--- src/rtl/fetch_stage.sv ---
// Instruction-fetch stage: PC register, next-PC select, IF/ID pipeline register,
// and saturating stall/flush event counters for performance debug.
module fetch_stage #(
  parameter logic [31:0] RESET_PC  = 32'h0000_0000,
  parameter logic [31:0] NOP_INSTR = 32'h0000_0013,
  parameter int          CNT_W     = 16
) (
  input  logic             clk,
  input  logic             reset,
  input  logic             pc_write,
  input  logic             if_id_write,
  input  logic             flush_if_id,
  input  logic             pc_src,
  input  logic [31:0]      branch_target,
  input  logic [31:0]      instr_in,
  output logic [31:0]      pc_out,
  output logic [31:0]      if_id_pc,
  output logic [31:0]      if_id_pc_plus4,
  output logic [31:0]      if_id_instr,
  output logic             if_id_valid,
  output logic [CNT_W-1:0] stall_count,
  output logic [CNT_W-1:0] flush_count
);

  function automatic logic [CNT_W-1:0] sat_inc(input logic [CNT_W-1:0] cnt);
    return (&cnt) ? cnt : cnt + 1'b1;
  endfunction

  logic [31:0]      pc_p0;
  logic [31:0]      pc_plus4_p0;
  logic [31:0]      next_pc_p0;
  logic [31:0]      pc_p1;
  logic [31:0]      pc_plus4_p1;
  logic [31:0]      instr_p1;
  logic             vld_p1;
  logic [CNT_W-1:0] stall_cnt;
  logic [CNT_W-1:0] flush_cnt;

  // Stage p0: PC register and next-PC selection (redirect targets are word-aligned)
  assign pc_plus4_p0 = pc_p0 + 32'd4;
  assign next_pc_p0  = pc_src ? {branch_target[31:2], 2'b00} : pc_plus4_p0;

  always_ff @(posedge clk or posedge reset) begin
    if (reset) begin
      pc_p0 <= RESET_PC;
    end else if (pc_write) begin
      pc_p0 <= next_pc_p0;
    end
  end

  // Stage p1: IF/ID register; a flush wins over a held (stalled) register
  always_ff @(posedge clk or posedge reset) begin
    if (reset) begin
      pc_p1       <= 32'd0;
      pc_plus4_p1 <= 32'd4;
      instr_p1    <= NOP_INSTR;
      vld_p1      <= 1'b0;
    end else if (flush_if_id) begin
      pc_p1       <= pc_p0;
      pc_plus4_p1 <= pc_plus4_p0;
      instr_p1    <= NOP_INSTR;
      vld_p1      <= 1'b0;
    end else if (if_id_write) begin
      pc_p1       <= pc_p0;
      pc_plus4_p1 <= pc_plus4_p0;
      instr_p1    <= instr_in;
      vld_p1      <= 1'b1;
    end
  end

  always_ff @(posedge clk or posedge reset) begin
    if (reset) begin
      stall_cnt <= '0;
      flush_cnt <= '0;
    end else begin
      if (!if_id_write && !flush_if_id) stall_cnt <= sat_inc(stall_cnt);
      if (flush_if_id)                  flush_cnt <= sat_inc(flush_cnt);
    end
  end

  assign pc_out         = pc_p0;
  assign if_id_pc       = pc_p1;
  assign if_id_pc_plus4 = pc_plus4_p1;
  assign if_id_instr    = instr_p1;
  assign if_id_valid    = vld_p1;
  assign stall_count    = stall_cnt;
  assign flush_count    = flush_cnt;

endmodule

--- config.mk ---
export PLATFORM = sky130hd
export DESIGN_NAME = fetch_stage
export DESIGN_NICKNAME = d
export VERILOG_FILES = /design/src/rtl/fetch_stage.sv
export SDC_FILE = /design/constraint.sdc
export NUM_CORES = 1
export LEC_CHECK = 0
export BUFFER_PORTS_ARGS = -buffer_cell sky130_fd_sc_hd__buf_2
export CAP_MARGIN = 10
export CORE_UTILIZATION = 25
export CTS_BUF_LIST = sky130_fd_sc_hd__clkbuf_8 sky130_fd_sc_hd__clkbuf_16
export DETAILED_ROUTE_END_ITERATION = 6
export SETUP_SLACK_MARGIN = 0.05
export SLEW_MARGIN = 15
export SYNTH_ARGS = -nofsm -noshare
export SYNTH_HDL_FRONTEND = slang
export SYNTH_SLANG_ARGS = --single-unit
--- constraint.sdc ---
create_clock -name clk -period 5.8 [get_ports clk]
set_input_delay 0.58 -clock clk [delete_from_list [all_inputs] [get_ports clk]]
set_output_delay 0.58 -clock clk [all_outputs]
set_load 0.02 [all_outputs]
==> key figures <==
Floorplanning
  – Die ar.: ~31000 µm²
  – Die X: 177 µm
  – Height of the die: approximately 180 µm
  – Core area: approximately 30000 µm²
  – Initial core utilization: 25.6%
  – Io pins: 231
  – # rows: 63

Power
  – Register share of total power: roughly 43%
  – Clk pwr share: between 30% and 40%
  – Gate power share: 23.5%
  – Sw frac: about 37%
  – Pleak: 4.51 nW
  – Max VDD drop: around 0.00019 V
  – Pwr Density: between 300 and 400 nW/µm²
  – Pint: around 0.0021 W
  – Total Power: approximately 0.0033 W
  – Net load switching power: between 0.001 and 0.0015 W

Timing
  – Final Hold Vio Count: 0
  – Final min period: ~2.8 ns
  – Tightest Pin Transition: just under 1 ns
  – Clock skew: about 0.018 ns
  – Slew Limit Fails: 0
  – Fmax: between 300 and 400 MHz
  – RSZ-0062 raised after global routing: false
  – Setup TNS: 0 ns
  – Final setup viols: 0
  – Tcrit/Tclk final: between 40% and 50%
  – Rel. slew slack: ~33%

Clocking
  – CTS clk-pin slew, worst paths: roughly 0.080 ns
  – CTS Root Cell: clkbuf_16
  – CTS resizes: 0
  – CTS buffer count: 17
  – Post-CTS setup buffer count: 0
  – Htree depth: 4
  – Clk_lat worst skew: between 0.4 and 0.5 ns
  – Hold buffer count at CTS: 0
  – CTS tree: done
  – CTS sink count: 155
  – Clock Tree Buf Depth: 2

Synthesis
  – Mapped Area: 7650 µm²
  – Commonest register cell after synthesis: dfrtp_1
  – Seq cells post-synth: ~160
  – FFs w/ async S/R, synth: 100%
  – Synth cell types: 60
  – Top-area cell type share of the netlist area: between 40 and 50%
  – Dominant cell type by area after synthesis: dfrtp_1
  – EDFF count, synth: 0
  – Yosys warns: 0
  – Top post-synthesis cells by area: dfrtp_1, nand2_1, mux2i_1
  – Synth Area per Inst: 9.45 µm²
  – Synth Instances: roughly 810
  – Seq/Total Area, Yosys: 50.8%

Critical path
  – Startpoint Class: flop
  – Crit path capture type: flop
  – Origin of the worst setup path: pc_out[5]
  – WP data arrival: between 3 and 4 ns
  – Crit Path Max Fanout: 17
  – Reg2reg start: pc_out[5]
  – Setup CP Type: flop to flop
  – Req. time, crit path: 6.16 ns

Route
  – Iteration-0 DRC Markers: 421
  – Final wirelength: 23500 µm
  – Pre-antenna DRT Iters: 5
  – Wire length per cell: roughly 17 µm
  – Antenna Nets Post-Route: 0
  – Via count: between 6000 and 7000
  – Vias per std cell: 4.82
  – DR DRC count: 0

Cells and area
  – # fillers: between 3000 and 4000
  – Final Non-Filler Cells: between 1000 and 1500
  – Commonest non-fill, non-tap cell in the layout: buf_2
  – Final core utilization: between 30% and 40%
  – Nets: ~1100
  – Commonest cells after routing, fill and taps aside: buf_2, dfrtp_1, nand2_1, nor2_1, nand3_1
  – Share of cells above drive strength 1: 27.3%
  – Layout area overhead: 25.3%

Run
  – Max-cap violations: 0

Global routing
  – Largest net degree at the start of global routing: between 90 and 100
  – First-pass GRT wire length: about 36000 µm
  – Vias in the first global route: roughly 6300
  – Total grt overflow: 0
  – GRT Total Usage: between 10% and 20%
  – Antenna violations before repair: 4

Placed design
  – Placed cells: 1367
  – Number of port buffers: 222
  – Dpl hpwl: 16500 µm
  – GP Congestion: approximately 0.81

Worst hold path
  – Hold Crit Class: input pin to asynchronous set/reset pin

Run status
  – Status: complete, no violations
[critical path: stages (launching register included)]
cell and delay [ns]:
dfrtp_1 0.55, nand3_1 0.46, or4_1 0.94, or4_1 0.60
a31oi_1 0.18
[through the flow]
| step | hold slack, ns | worst slack (ns) | cell area (µm²) |
|---|---|---|---|
| floorplan | 0.572 | 1.05 | 7660 |
| global placement | 0.449 | 2.99 | 9030 |
| detailed placement | 0.451 | 2.96 | 9030 |
| CTS | 0.335 | 2.95 | 9580 |
| global route | 0.348 | 2.77 | 9580 |
| finish | 0.323 | 2.98 | 9580 |
[state kept, by name (all words and copies together), names as in the netlist]
| name | cells |
|---|---|
| if_id_instr | 32 |
| if_id_pc | 30 |
| if_id_valid | 1 |
| if_id_pc_plus4 | 30 |
| stall_count | 16 |
| flush_count | 16 |
| pc_out | 30 |
[cells by family (layout without fill, tap and decap cells)]
logic type               count (synthesis)  count (layout)  share of synthesized area [%]
AO/OA/AOI/OAI                          134             134                           11.7
flip-flops                             155             155                           50.8
buffers and inverters                   76             270                           4.40
AND/OR/NAND/NOR                        368             368                           23.7
XOR/XNOR                                38              38                           4.35
other                                    1               8                         0.0490
adder cells (fa/ha/maj)                  3               3                          0.491
multiplexers                            34              34                           4.48
[layout make-up]
| cell class | instances | area (µm²) | area share (%) |
|---|---|---|---|
| antenna | 2 | 5.00 | 0.0522 |
| clock buffer | 17 | 425 | 4.44 |
| clock inverter | 14 | 125 | 1.31 |
| inverter | 11 | 46.3 | 0.483 |
| multi-input combinational | 583 | 3450 | 36.0 |
| sequential | 155 | 3880 | 40.5 |
| tap | 390 | 488 | 5.09 |
| timing repair buffer | 228 | 1160 | 12.1 |
[cells in the mapped netlist, types with 3 or more instances]
library cell and number:
xnor2_1 20, dfstp_2 4, and3_1 6, nor2_1 75
nand2_1 124, nor3_1 18, o311ai_0 10, nand3_1 35
or3_1 9, buf_4 8, mux2i_1 32, clkbuf_1 39
a21oi_1 23, inv_1 10, nor4_1 14, nor2b_1 16
o311ai_1 4, dfrtp_1 151, or4_1 19, buf_2 9
nor3b_1 3, nand4_1 23, o31ai_1 7, a31oi_1 15
a22o_1 9, o21ai_0 34, a211o_1 6, and2_1 6
ha_1 3, buf_1 6, o211ai_1 9, xor2_1 18
and4_1 6
[worst paths after layout]
check | end | slack (ns) | cells after the start
max | if_id_pc_plus4[28] | 2.98 | 4
min | if_id_instr[13] | 0.32 | 2
max reg2reg | if_id_pc_plus4[28] | 2.98 | 4
min reg2reg | if_id_pc[14] | 0.46 | 2
max in group asynchronous | if_id_instr[28] | 4.05 | 3
min in group clk | pc_out[13] | 0.36 | 3
[layer usage]
metal  part of all wire, %  wire length [µm]  global-route usage [%]  vias to the layer above
li1                      -                 -                       -                     3254
met1                    45             10600                    19.3                     3270
met2                    46             10900                    24.3                      212
met3                   8.1              1910                    5.50                       15
met4                  0.69               163                    3.23                        2
met5                 0.072                17                       0                        -
[power groups by stage]
| stage | sequential [W] | combinational [W] | clock, W |
|---|---|---|---|
| 2_1_floorplan | 0.00158 | 0.000341 | 0 |
| 3_3_place_gp | 0.00144 | 0.000779 | 0 |
| 3_5_place_dp | 0.00145 | 0.000786 | 0 |
| 4_1_cts | 0.00143 | 0.000788 | 0.00112 |
| 5_1_grt | 0.00146 | 0.000852 | 0.00116 |
| 6_report | 0.00143 | 0.000775 | 0.00109 |
Power figures use the tool's default switching activity.
